$ cat src/rtl/mem_access_stage_if.sv
// Data-memory bus between the MEM stage and the data memory.
// It carries a req/ack handshake with variable latency.
interface mem_access_stage_if;
    logic        dmem_req;
    logic        dmem_we;
    logic [31:0] dmem_addr;
    logic [3:0]  dmem_be;
    logic [31:0] dmem_wdata;
    logic        dmem_ack;
    logic [31:0] dmem_rdata;

    modport master (
        output dmem_req, dmem_we, dmem_addr, dmem_be, dmem_wdata,
        input  dmem_ack, dmem_rdata
    );

    modport slave (
        input  dmem_req, dmem_we, dmem_addr, dmem_be, dmem_wdata,
        output dmem_ack, dmem_rdata
    );
endinterface

$ cat src/rtl/mem_access_stage.sv
// MEM stage of the 5-stage RISC-V pipeline: it runs loads and stores on the req/ack data bus.
// It stalls the pipeline while the bus is busy and owns the MEM/WB pipeline register.
module mem_access_stage #(
    parameter int TIMEOUT_CYCLES = 64
) (
    input  logic                clk,
    input  logic                rst_n,
    input  logic                EX_MEM_valid,
    input  logic                EX_MEM_mem_read,
    input  logic                EX_MEM_mem_write,
    input  logic [2:0]          EX_MEM_funct3,
    input  logic                EX_MEM_mem_to_reg,
    input  logic                EX_MEM_reg_write,
    input  logic [4:0]          EX_MEM_rd,
    input  logic [31:0]         EX_MEM_alu_out,
    input  logic [31:0]         EX_MEM_rs2_data,
    mem_access_stage_if.master  dmem,
    output logic                mem_stall,
    output logic                MEM_WB_valid,
    output logic                MEM_WB_reg_write,
    output logic                MEM_WB_mem_to_reg,
    output logic [4:0]          MEM_WB_rd,
    output logic [31:0]         MEM_WB_alu_out,
    output logic [31:0]         MEM_WB_mem_data,
    output logic                MEM_WB_misalign,
    output logic                MEM_WB_bus_err
);

    localparam int CNT_W = $clog2(TIMEOUT_CYCLES + 1);
    localparam logic [CNT_W-1:0] CNT_LIMIT = CNT_W'(TIMEOUT_CYCLES);
    localparam logic [CNT_W-1:0] CNT_ONE   = CNT_W'(1);
    localparam logic [CNT_W-1:0] CNT_ZERO  = CNT_W'(0);

    typedef enum logic [0:0] {
        IDLE = 1'b0,
        BUSY = 1'b1
    } state_t;

    state_t           state_r, next_state_s;
    logic [CNT_W-1:0] cnt_r, cnt_next_s;

    logic        is_byte_s, is_half_s, aligned_s, mem_op_s;
    logic        acc_s, misalign_s, timeout_s, store_s, load_done_s;
    logic [3:0]  be_raw_s;
    logic [31:0] wdata_s, load_data_s;

    // Pick the addressed lane, then sign/zero extend it; unused funct3 codes behave as LW.
    function automatic logic [31:0] extend_load(input logic [2:0]  funct3,
                                                input logic [1:0]  offset,
                                                input logic [31:0] word);
        logic [7:0]  lane_b;
        logic [15:0] lane_h;
        logic [31:0] result;
        lane_b = word[{offset, 3'b000} +: 8];
        lane_h = offset[1] ? word[31:16] : word[15:0];
        case (funct3)
            3'b000:  result = {{24{lane_b[7]}}, lane_b};
            3'b100:  result = {24'h00_0000, lane_b};
            3'b001:  result = {{16{lane_h[15]}}, lane_h};
            3'b101:  result = {16'h0000, lane_h};
            default: result = word;
        endcase
        return result;
    endfunction

    assign is_byte_s   = (EX_MEM_funct3 == 3'b000) | (EX_MEM_funct3 == 3'b100);
    assign is_half_s   = (EX_MEM_funct3 == 3'b001) | (EX_MEM_funct3 == 3'b101);
    assign aligned_s   = is_byte_s
                       | (is_half_s & ~EX_MEM_alu_out[0])
                       | (~is_byte_s & ~is_half_s & (EX_MEM_alu_out[1:0] == 2'b00));
    assign mem_op_s    = EX_MEM_valid & (EX_MEM_mem_read | EX_MEM_mem_write);
    assign acc_s       = mem_op_s & aligned_s;
    assign misalign_s  = mem_op_s & ~aligned_s;
    assign store_s     = acc_s & EX_MEM_mem_write;
    assign timeout_s   = acc_s & (state_r == BUSY) & ~dmem.dmem_ack & (cnt_r == CNT_LIMIT);
    assign load_done_s = acc_s & EX_MEM_mem_read & ~EX_MEM_mem_write & dmem.dmem_ack;
    assign load_data_s = load_done_s ? extend_load(EX_MEM_funct3, EX_MEM_alu_out[1:0], dmem.dmem_rdata)
                                     : 32'h0000_0000;

    // Bus outputs; the request is withdrawn during the cycle the access gives up.
    assign dmem.dmem_req   = acc_s & ~timeout_s;
    assign dmem.dmem_we    = store_s;
    assign dmem.dmem_addr  = {EX_MEM_alu_out[31:2], 2'b00};
    assign dmem.dmem_be    = store_s ? be_raw_s : 4'b0000;
    assign dmem.dmem_wdata = wdata_s;

    // Byte-enable pattern and lane-replicated store data by access size.
    always_comb begin
        be_raw_s = 4'b1111;
        wdata_s  = EX_MEM_rs2_data;
        if (is_byte_s) begin
            be_raw_s = 4'b0001 << EX_MEM_alu_out[1:0];
            wdata_s  = {4{EX_MEM_rs2_data[7:0]}};
        end else if (is_half_s) begin
            be_raw_s = 4'b0011 << EX_MEM_alu_out[1:0];
            wdata_s  = {2{EX_MEM_rs2_data[15:0]}};
        end else begin
            be_raw_s = 4'b1111;
            wdata_s  = EX_MEM_rs2_data;
        end
    end

    // Next-state, wait counter and stall decode for the bus FSM.
    always_comb begin
        next_state_s = state_r;
        cnt_next_s   = cnt_r;
        mem_stall    = 1'b0;
        case (state_r)
            IDLE: begin
                if (acc_s & ~dmem.dmem_ack) begin
                    next_state_s = BUSY;
                    cnt_next_s   = CNT_ONE;
                    mem_stall    = 1'b1;
                end else begin
                    next_state_s = IDLE;
                    cnt_next_s   = CNT_ZERO;
                end
            end
            BUSY: begin
                if (~acc_s | dmem.dmem_ack | (cnt_r == CNT_LIMIT)) begin
                    next_state_s = IDLE;
                    cnt_next_s   = CNT_ZERO;
                end else begin
                    next_state_s = BUSY;
                    cnt_next_s   = cnt_r + CNT_ONE;
                    mem_stall    = 1'b1;
                end
            end
            default: begin
                next_state_s = IDLE;
                cnt_next_s   = CNT_ZERO;
            end
        endcase
    end

    // FSM state and wait counter register.
    always_ff @(posedge clk) begin
        if (!rst_n) begin
            state_r <= IDLE;
            cnt_r   <= CNT_ZERO;
        end else begin
            state_r <= next_state_s;
            cnt_r   <= cnt_next_s;
        end
    end

    // MEM/WB pipeline register: a bubble while stalled, otherwise this stage's results.
    always_ff @(posedge clk) begin
        if (!rst_n) begin
            MEM_WB_valid      <= 1'b0;
            MEM_WB_reg_write  <= 1'b0;
            MEM_WB_mem_to_reg <= 1'b0;
            MEM_WB_rd         <= 5'd0;
            MEM_WB_alu_out    <= 32'h0000_0000;
            MEM_WB_mem_data   <= 32'h0000_0000;
            MEM_WB_misalign   <= 1'b0;
            MEM_WB_bus_err    <= 1'b0;
        end else if (mem_stall) begin
            MEM_WB_valid      <= 1'b0;
            MEM_WB_reg_write  <= 1'b0;
            MEM_WB_misalign   <= 1'b0;
            MEM_WB_bus_err    <= 1'b0;
        end else begin
            MEM_WB_valid      <= EX_MEM_valid;
            MEM_WB_reg_write  <= EX_MEM_reg_write & ~misalign_s & ~timeout_s;
            MEM_WB_mem_to_reg <= EX_MEM_mem_to_reg;
            MEM_WB_rd         <= EX_MEM_rd;
            MEM_WB_alu_out    <= EX_MEM_alu_out;
            MEM_WB_mem_data   <= load_data_s;
            MEM_WB_misalign   <= misalign_s;
            MEM_WB_bus_err    <= timeout_s;
        end
    end

endmodule

$ cat src/flat_wrapper.sv
// flat-port wrapper written by rule: the top's interface ports become plain ports
module mem_access_stage_flat 
#(
    parameter int TIMEOUT_CYCLES = 64
)
  (clk, rst_n, EX_MEM_valid, EX_MEM_mem_read, EX_MEM_mem_write, EX_MEM_funct3, EX_MEM_mem_to_reg, EX_MEM_reg_write, EX_MEM_rd, EX_MEM_alu_out, EX_MEM_rs2_data, mem_stall, MEM_WB_valid, MEM_WB_reg_write, MEM_WB_mem_to_reg, MEM_WB_rd, MEM_WB_alu_out, MEM_WB_mem_data, MEM_WB_misalign, MEM_WB_bus_err, dmem_dmem_req, dmem_dmem_we, dmem_dmem_addr, dmem_dmem_be, dmem_dmem_wdata, dmem_dmem_ack, dmem_dmem_rdata);
  mem_access_stage_if dmem_i ();
  input  logic clk;
  input  logic rst_n;
  input  logic EX_MEM_valid;
  input  logic EX_MEM_mem_read;
  input  logic EX_MEM_mem_write;
  input  logic [2:0] EX_MEM_funct3;
  input  logic EX_MEM_mem_to_reg;
  input  logic EX_MEM_reg_write;
  input  logic [4:0] EX_MEM_rd;
  input  logic [31:0] EX_MEM_alu_out;
  input  logic [31:0] EX_MEM_rs2_data;
  output logic mem_stall;
  output logic MEM_WB_valid;
  output logic MEM_WB_reg_write;
  output logic MEM_WB_mem_to_reg;
  output logic [4:0] MEM_WB_rd;
  output logic [31:0] MEM_WB_alu_out;
  output logic [31:0] MEM_WB_mem_data;
  output logic MEM_WB_misalign;
  output logic MEM_WB_bus_err;
  output wire logic [$bits(dmem_i.dmem_req)-1:0] dmem_dmem_req;
  output wire logic [$bits(dmem_i.dmem_we)-1:0] dmem_dmem_we;
  output wire logic [$bits(dmem_i.dmem_addr)-1:0] dmem_dmem_addr;
  output wire logic [$bits(dmem_i.dmem_be)-1:0] dmem_dmem_be;
  output wire logic [$bits(dmem_i.dmem_wdata)-1:0] dmem_dmem_wdata;
  input wire logic [$bits(dmem_i.dmem_ack)-1:0] dmem_dmem_ack;
  input wire logic [$bits(dmem_i.dmem_rdata)-1:0] dmem_dmem_rdata;
  assign dmem_dmem_req = dmem_i.dmem_req;
  assign dmem_dmem_we = dmem_i.dmem_we;
  assign dmem_dmem_addr = dmem_i.dmem_addr;
  assign dmem_dmem_be = dmem_i.dmem_be;
  assign dmem_dmem_wdata = dmem_i.dmem_wdata;
  assign dmem_i.dmem_ack = dmem_dmem_ack;
  assign dmem_i.dmem_rdata = dmem_dmem_rdata;
  mem_access_stage #(.TIMEOUT_CYCLES(TIMEOUT_CYCLES)) u_core (.clk(clk), .rst_n(rst_n), .EX_MEM_valid(EX_MEM_valid), .EX_MEM_mem_read(EX_MEM_mem_read), .EX_MEM_mem_write(EX_MEM_mem_write), .EX_MEM_funct3(EX_MEM_funct3), .EX_MEM_mem_to_reg(EX_MEM_mem_to_reg), .EX_MEM_reg_write(EX_MEM_reg_write), .EX_MEM_rd(EX_MEM_rd), .EX_MEM_alu_out(EX_MEM_alu_out), .EX_MEM_rs2_data(EX_MEM_rs2_data), .dmem(dmem_i), .mem_stall(mem_stall), .MEM_WB_valid(MEM_WB_valid), .MEM_WB_reg_write(MEM_WB_reg_write), .MEM_WB_mem_to_reg(MEM_WB_mem_to_reg), .MEM_WB_rd(MEM_WB_rd), .MEM_WB_alu_out(MEM_WB_alu_out), .MEM_WB_mem_data(MEM_WB_mem_data), .MEM_WB_misalign(MEM_WB_misalign), .MEM_WB_bus_err(MEM_WB_bus_err));
endmodule
$ cat config.mk
export PLATFORM = sky130hd
export DESIGN_NAME = mem_access_stage_flat
export DESIGN_NICKNAME = d
export VERILOG_FILES = /design/src/rtl/mem_access_stage_if.sv /design/src/rtl/mem_access_stage.sv /design/src/flat_wrapper.sv
export SDC_FILE = /design/constraint.sdc
export NUM_CORES = 1
export LEC_CHECK = 0
export CAP_MARGIN = 20
export CORE_MARGIN = 2
export CORE_UTILIZATION = 39
export CTS_CLUSTER_DIAMETER = 40
export DETAILED_ROUTE_END_ITERATION = 8
export PLACE_DENSITY = 0.92
export SKIP_LAST_GASP = 1
export SLEW_MARGIN = 15
export SYNTH_ARGS = -nofsm -noshare
export SYNTH_HDL_FRONTEND = slang
export SYNTH_SLANG_ARGS = --single-unit
$ cat constraint.sdc
create_clock -name clk -period 3.2 [get_ports clk]
set_clock_uncertainty 0.05 [all_clocks]
set_input_delay 0.64 -clock clk [delete_from_list [all_inputs] [get_ports clk]]
set_output_delay 0.64 -clock clk [all_outputs]
set_load 0.005 [all_outputs]
# Word-level counts from Yosys, hierarchy flattened

Cells that the tools add are included.

Output and inout bits: 145
Logic and storage cells: 70
Input bits: 112
Bits in registers: 82

Mux-type cells: 14
Eq/ne operators: 4
Reduce and logical (&&, ||, !) cells: 3
$add $sub $neg: 1
Bitwise logic cells: 35
Shift-type cells: 3

Operators with widths:

| cell                                             | number |
|---|---|
| one-hot mux 32 bit (4 select lines)              | 1 |
| 2-to-1 mux 32 bit                                | 3 |
| indexed part select 32 x 6 -> 8 bit              | 1 |
| AND 1 bit                                        | 17 |
| 2-to-1 mux 16 bit                                | 1 |
| one-hot mux 7 bit (2 select lines)               | 1 |
| 2-to-1 mux 4 bit                                 | 3 |
| NOT 1 bit                                        | 11 |
| adder 7 x 1 -> 7 bit (second input constant)     | 1 |
| == test 7 bit (second input constant)            | 1 |
| 2-to-1 mux 7 bit                                 | 1 |
| OR 1 bit                                         | 7 |
| == test 3 bit (second input constant)            | 2 |
| << shifter 1 x 2 -> 4 bit (first input constant) | 1 |
| << shifter 2 x 2 -> 4 bit (first input constant) | 1 |
| == test 3 x 1 -> 1 bit (second input constant)   | 1 |
| zero test 3 bit                                  | 1 |
| 2-to-1 mux 1 bit                                 | 3 |
| zero test 2 bit                                  | 1 |
| one-hot mux 1 bit (2 select lines)               | 1 |
| OR reduction 2 bit                               | 1 |

# Logic depth before layout (Yosys ltp)

Depth in word-level cells: 13
Mapped depth: 9
Depth with buffers taken out: 6

# Worst setup path before layout

No wires, ideal clock.

Kind: input -> output
Start: input EX_MEM_alu_out[0]
End: output mem_stall
Slack: 0.503 ns
Stages: 8
Buffers on the path: 3
Required time: 2.510 ns
Arrival time: 2.007 ns
Cell sequence: clkbuf_1 > inv_1 > ha_1 > nor2b_1 > nor2_2 > and4b_1 > buf_6 > buf_12

Cells in the longest elaborated chain, start to end: 10
Elaborated cells between the ends (all ways): 14
Classes of those cells: 3 x mux; 10 x bitwise; 1 x reduce/logical

Ends and longest elaborated chain:

| what                                 | RTL line                | source |
|---|---|---|
| start, declared                      | flat_wrapper.sv:17      | `input logic [31:0] EX_MEM_alu_out;` |
| NOT 1 bit                            | mem_access_stage.sv:69  | `\| (is_half_s & ~EX_MEM_alu_out[0])` |
| AND 1 bit                            | mem_access_stage.sv:69  |  |
| OR 1 bit                             | mem_access_stage.sv:69  |  |
| OR 1 bit *                           | mem_access_stage.sv:70  | `\| (~is_byte_s & ~is_half_s & (EX_MEM_alu_out[1:0] == 2'b00));` |
| AND 1 bit *                          | mem_access_stage.sv:72  | `assign acc_s = mem_op_s & aligned_s;` |
| NOT 1 bit                            | mem_access_stage.sv:120 | `if (~acc_s \| dmem.dmem_ack \| (cnt_r == CNT_LIMIT)) begin` |
| OR 1 bit (2 in series)               | mem_access_stage.sv:120 |  |
| 2-to-1 mux 1 bit                     | mem_access_stage.sv:120 |  |
| one-hot mux 1 bit (2 select lines) * | mem_access_stage.sv:108 | `case (state_r)` |
| end, declared                        | flat_wrapper.sv:19      | `output logic mem_stall;` |

Mark *: on every way between the ends. The rest lies on a longest branch, timed or not.

# Worst setup path after layout

Start: input EX_MEM_funct3[0]
End: output dmem_dmem_wdata[9]

Cells in the longest elaborated chain, start to end: 3
Elaborated cells between the ends (all ways): 4
Classes of those cells: 1 x eq/ne; 1 x mux; 1 x bitwise; 1 x reduce/logical

Ends and longest elaborated chain:

| what                                                    | RTL line               | source |
|---|---|---|
| start, declared                                         | flat_wrapper.sv:13     | `input logic [2:0] EX_MEM_funct3;` |
| == test 3 bit / zero test 3 bit (equally long branches) | mem_access_stage.sv:66 | `assign is_byte_s = (EX_MEM_funct3 == 3'b000) \| (EX_MEM_funct3 == 3'b100);` |
| OR 1 bit *                                              | mem_access_stage.sv:66 |  |
| 2-to-1 mux 32 bit *                                     | mem_access_stage.sv:91 | `if (is_byte_s) begin` |
| end, declared                                           | flat_wrapper.sv:32     | `output wire logic [$bits(dmem_i.dmem_wdata)-1:0] dmem_dmem_wdata;` |

Marked as above.

==> results by stage <==
Outcome:
- The run finished with clean final reports.

Clock tree:
- The clock net in this run drives a total of around 80 sinks.
- In this run, CTS created clock tree buffers numbering 9.
- In this run the deepest clock path goes through 2 buffers.
- For this design, the CTS-stage hold fixing added 0 buffers.
- After clock tree synthesis, the setup repair step added 0 buffers.
- The level count of the clock H-tree is 3.
- Clock-pin slew was measured on the worst setup and hold paths at 0.06 ns.
- The latest clock arrival within the worst-skew pair is roughly 0.33 ns.
- TritonCTS built the clock tree.
- The root buffer cell is sky130_fd_sc_hd__clkbuf_16.

Detailed routing:
- The first routing iteration left between 200 and 250 violations.
- The first detailed-routing pass ran for 4 iterations.
- After detailed routing, the number of vias per cell comes to between 5 and 6.
- Summed over all layers, the routed wires come to about 15000 um.
- For this run, design rule violations remaining after detail routing come to 0.
- In this run the remaining antenna-violating nets after routing total 0.
- For this block, the via count after detailed routing is between 4000 and 5000.
- The wire length per cell after detailed routing is between 15 and 20 um.

Floorplan:
- The die is between 100 and 150 um tall.
- The die outline width is between 100 and 150 um.
- The floorplan die area is 0.0127 mm^2.
- The starting density of the core is 0.401.
- The number of top-level pins is ~260.
- In this run the core area contains 39 standard-cell rows.
- The core region is between 0.01 and 0.015 mm^2.

Global routing:
- The via count of the first global-routing pass is approximately 4500.
- The wire length of the first global-routing pass is roughly 23000 um.
- Global routing finished with a remaining overflow of 0.
- The largest net degree at the start of global routing is 79.
- The initial antenna violation count came to 0.
- The global-route usage over all layers is 0.233.

Run:
- The max-cap violation count is 0.

Placed design:
- In this run, placement finished with an instance count of 845.
- Summing all placed instances gives a cell area of approximately 0.0069 mm^2.
- The number of I/O port buffers is approximately 250.
- Routability-driven placement finished with a final weighted congestion of between 0.8 and 0.9.
- The HPWL after detailed placement is 12200 um.

Cells and area:
- The final cell utilization of the core is 0.633.
- The number of cells in the finished layout apart from fillers is 862.
- The design area is just over 0.007 mm^2.
- The antenna diode count is 0.
- The most frequent standard cell in the layout excluding fill and tap cells is sky130_fd_sc_hd__clkdlybuf4s50_1.
- At the end of the flow, the number of nets in the layout was between 800 and 900.
- In the layout the commonest cells are 246 x sky130_fd_sc_hd__clkdlybuf4s50_1, 89 x sky130_fd_sc_hd__nand2_1, 82 x sky130_fd_sc_hd__dfxtp_1.
- The area growth from synthesis to layout is 57.7%.
- The largest registers in the layout are u_core.MEM_WB_alu_out: 32 flops, u_core.MEM_WB_mem_data: 32 flops, u_core.cnt_r: 7 flops.
- Counting the fill cells in the layout gives around 880.
- The share of post-route cells with drive strength above 1 is 0.0974.

Pwr:
- Power spread over the standard cell area amounts to roughly 380 mW/mm^2.
- In this run the static leakage power is ~2.9 nW.
- The maximum vdd ir drop is 0.000295 V.

Timing:
- The clock period could shrink to between 3 and 4 ns.
- Timing would allow up to 0.321 GHz.
- Adding up every negative setup slack in the final design gives 0 ns.
- On the final layout, the worst hold slack is between 0.4 and 0.5 ns.
- The part of the cycle the worst path needs is 0.974.
- The slew of the pin with the lowest slew margin is 0.782 ns.
- Setup repair after global routing left no endpoint under its margin.
- The count of final hold-check violations is 0.
- The worst pin sits at a relative slew slack of 0.479.
- The max-slew violation count is 0.
- The final setup violation count is 0.

Worst setup path:
- The worst setup path is launched from an input pin.
- The kind of critical path is input pin to output port.
- The maximum cell stage delay along the critical path is 0.45 ns.
- The critical-path maximum fanout is 18.
- The slowest stage of the critical path is the sky130_fd_sc_hd__clkdlybuf4s50_1 cell.
- The largest delay contributor family on the critical path is buffers and inverters.
- Traced cell by cell, the critical path runs through clkdlybuf4s50_1 > buf_4 > nor2_2 > buf_4 > mux2_2 > clkdlybuf4s50_1.
- Data arrives at the worst endpoint at 2.43 ns.
- The number of buffers and inverters on the critical path is 4.
- STA classifies the critical path endpoint as an output port.
- For the worst setup path, the data required time is about 2.5 ns.

Synth:
- The average cell area after synthesis is ~9 um^2.
- Synthesis handed over a netlist of around 500 instances.
- Counting flops with an async set or reset pin after synthesis yields a share of 0.
- The number of enable-type register cells in the synthesized netlist is 0.
- The number of register bits inferred by synthesis is 82.
- After synthesis the cells add up to between 0.004 and 0.005 mm^2.
- The most frequently used flop master after synthesis is sky130_fd_sc_hd__dfxtp_1.
- The sequential fraction of the synthesis area is 0.357.
- In this run, distinct cell masters in the synthesized netlist total 53.
- The count of yosys warnings during synthesis is 0.

Worst hold path:
- The worst hold path class is flip-flop to flip-flop.
tightest hold or removal path, delay by kind of cell, from the launching register on:
kind	cells	cell delay [ns]
multiplexers	1	0.05
flip-flops	1	0.31
AND/OR/NAND/NOR	1	0.05
metrics by stage:
stage / setup slack, ns / power [mW]
floorplan: 0.503 / 1.36
global placement: -0.0261 / 1.70
detailed placement: -0.0595 / 1.72
CTS: 0.0303 / 2.76
global route: 0.0242 / 2.84
finish: 0.0822 / 2.73
cell families (layout without fill, tap and decap cells):
| group | Yosys count | in the layout | share of synthesized area |
|---|---|---|---|
| adders and majority gates | 6 | 6 | 0.0163 |
| and+or+nand+nor | 150 | 150 | 0.161 |
| DFF | 82 | 82 | 0.357 |
| xor gates and xnor gates | 5 | 5 | 0.00952 |
| muxes | 68 | 68 | 0.156 |
| buffers and inverters | 86 | 303 | 0.127 |
| AOI/OAI and AO/OA | 103 | 103 | 0.173 |
| other | 1 | 2 | 0.000815 |
timing repair:
action	4_1_cts	5_1_grt
endpoints found under the setup margin	5	2
pin swaps	0	1
gates resized for setup	5	4
where the power goes:
part | switching (mW) | internal (mW) | leakage (nW)
combinational | 0.240 | 0.377 | 2.08
sequential | 0.0194 | 1.06 | 0.672
clock | 0.412 | 0.626 | 0.143
total | 0.671 | 2.06 | 2.90
worst paths after layout:
kind | startpoint | end | slack (ns) | depth (start not counted)
max | EX_MEM_funct3[0] | dmem_dmem_wdata[9] | 0.08 | 6
min reg2reg | u_core.MEM_WB_alu_out[1] | u_core.MEM_WB_alu_out[1] | 0.41 | 2
max reg2reg | u_core.cnt_r[0] | u_core.MEM_WB_alu_out[20] | 1.18 | 6
min | u_core.MEM_WB_alu_out[1] | u_core.MEM_WB_alu_out[1] | 0.41 | 2
cell type report:
cell class              count  area (um^2)  share of cell area
multi-input cells         334         2380               0.329
flip-flops and latches     82         1640               0.226
well taps                 143          179              0.0247
repair buffers            279         2720               0.375
inverters                   8         30.0             0.00414
clock inverters             4         51.3             0.00707
clock buffers              12          246              0.0340
metal layers:
metal	up-vias	GRT usage	share of wire
li1	2148	-	-
met1	2080	0.256	0.38
met2	235	0.420	0.50
met3	32	0.0670	0.090
met4	0	0.0927	0.028
met5	-	0	0
synth_stat cells (all sizes together) (3+ instances only):
| cell | instances | share of area |
|---|---|---|
| nand2b | 4 | 0.0054 |
| a32o | 5 | 0.011 |
| o221ai | 3 | 0.0057 |
| or3 | 4 | 0.0054 |
| a211oi | 6 | 0.0098 |
| o2bb2ai | 14 | 0.027 |
| mux2 | 19 | 0.046 |
| o21ai | 14 | 0.015 |
| dfxtp | 82 | 0.36 |
| a21oi | 10 | 0.012 |
| a21o | 18 | 0.029 |
| nand2 | 89 | 0.073 |
| a22o | 18 | 0.034 |
| clkbuf | 15 | 0.012 |
| a211o | 4 | 0.0076 |
| inv | 8 | 0.0065 |
| nor2b | 8 | 0.011 |
| nand3 | 6 | 0.0065 |
| ha | 6 | 0.016 |
| and3b | 6 | 0.011 |
| nor2 | 18 | 0.016 |
| buf | 63 | 0.11 |
| xnor2 | 3 | 0.0057 |
| mux2i | 48 | 0.10 |
Power figures use the tool's default switching activity.
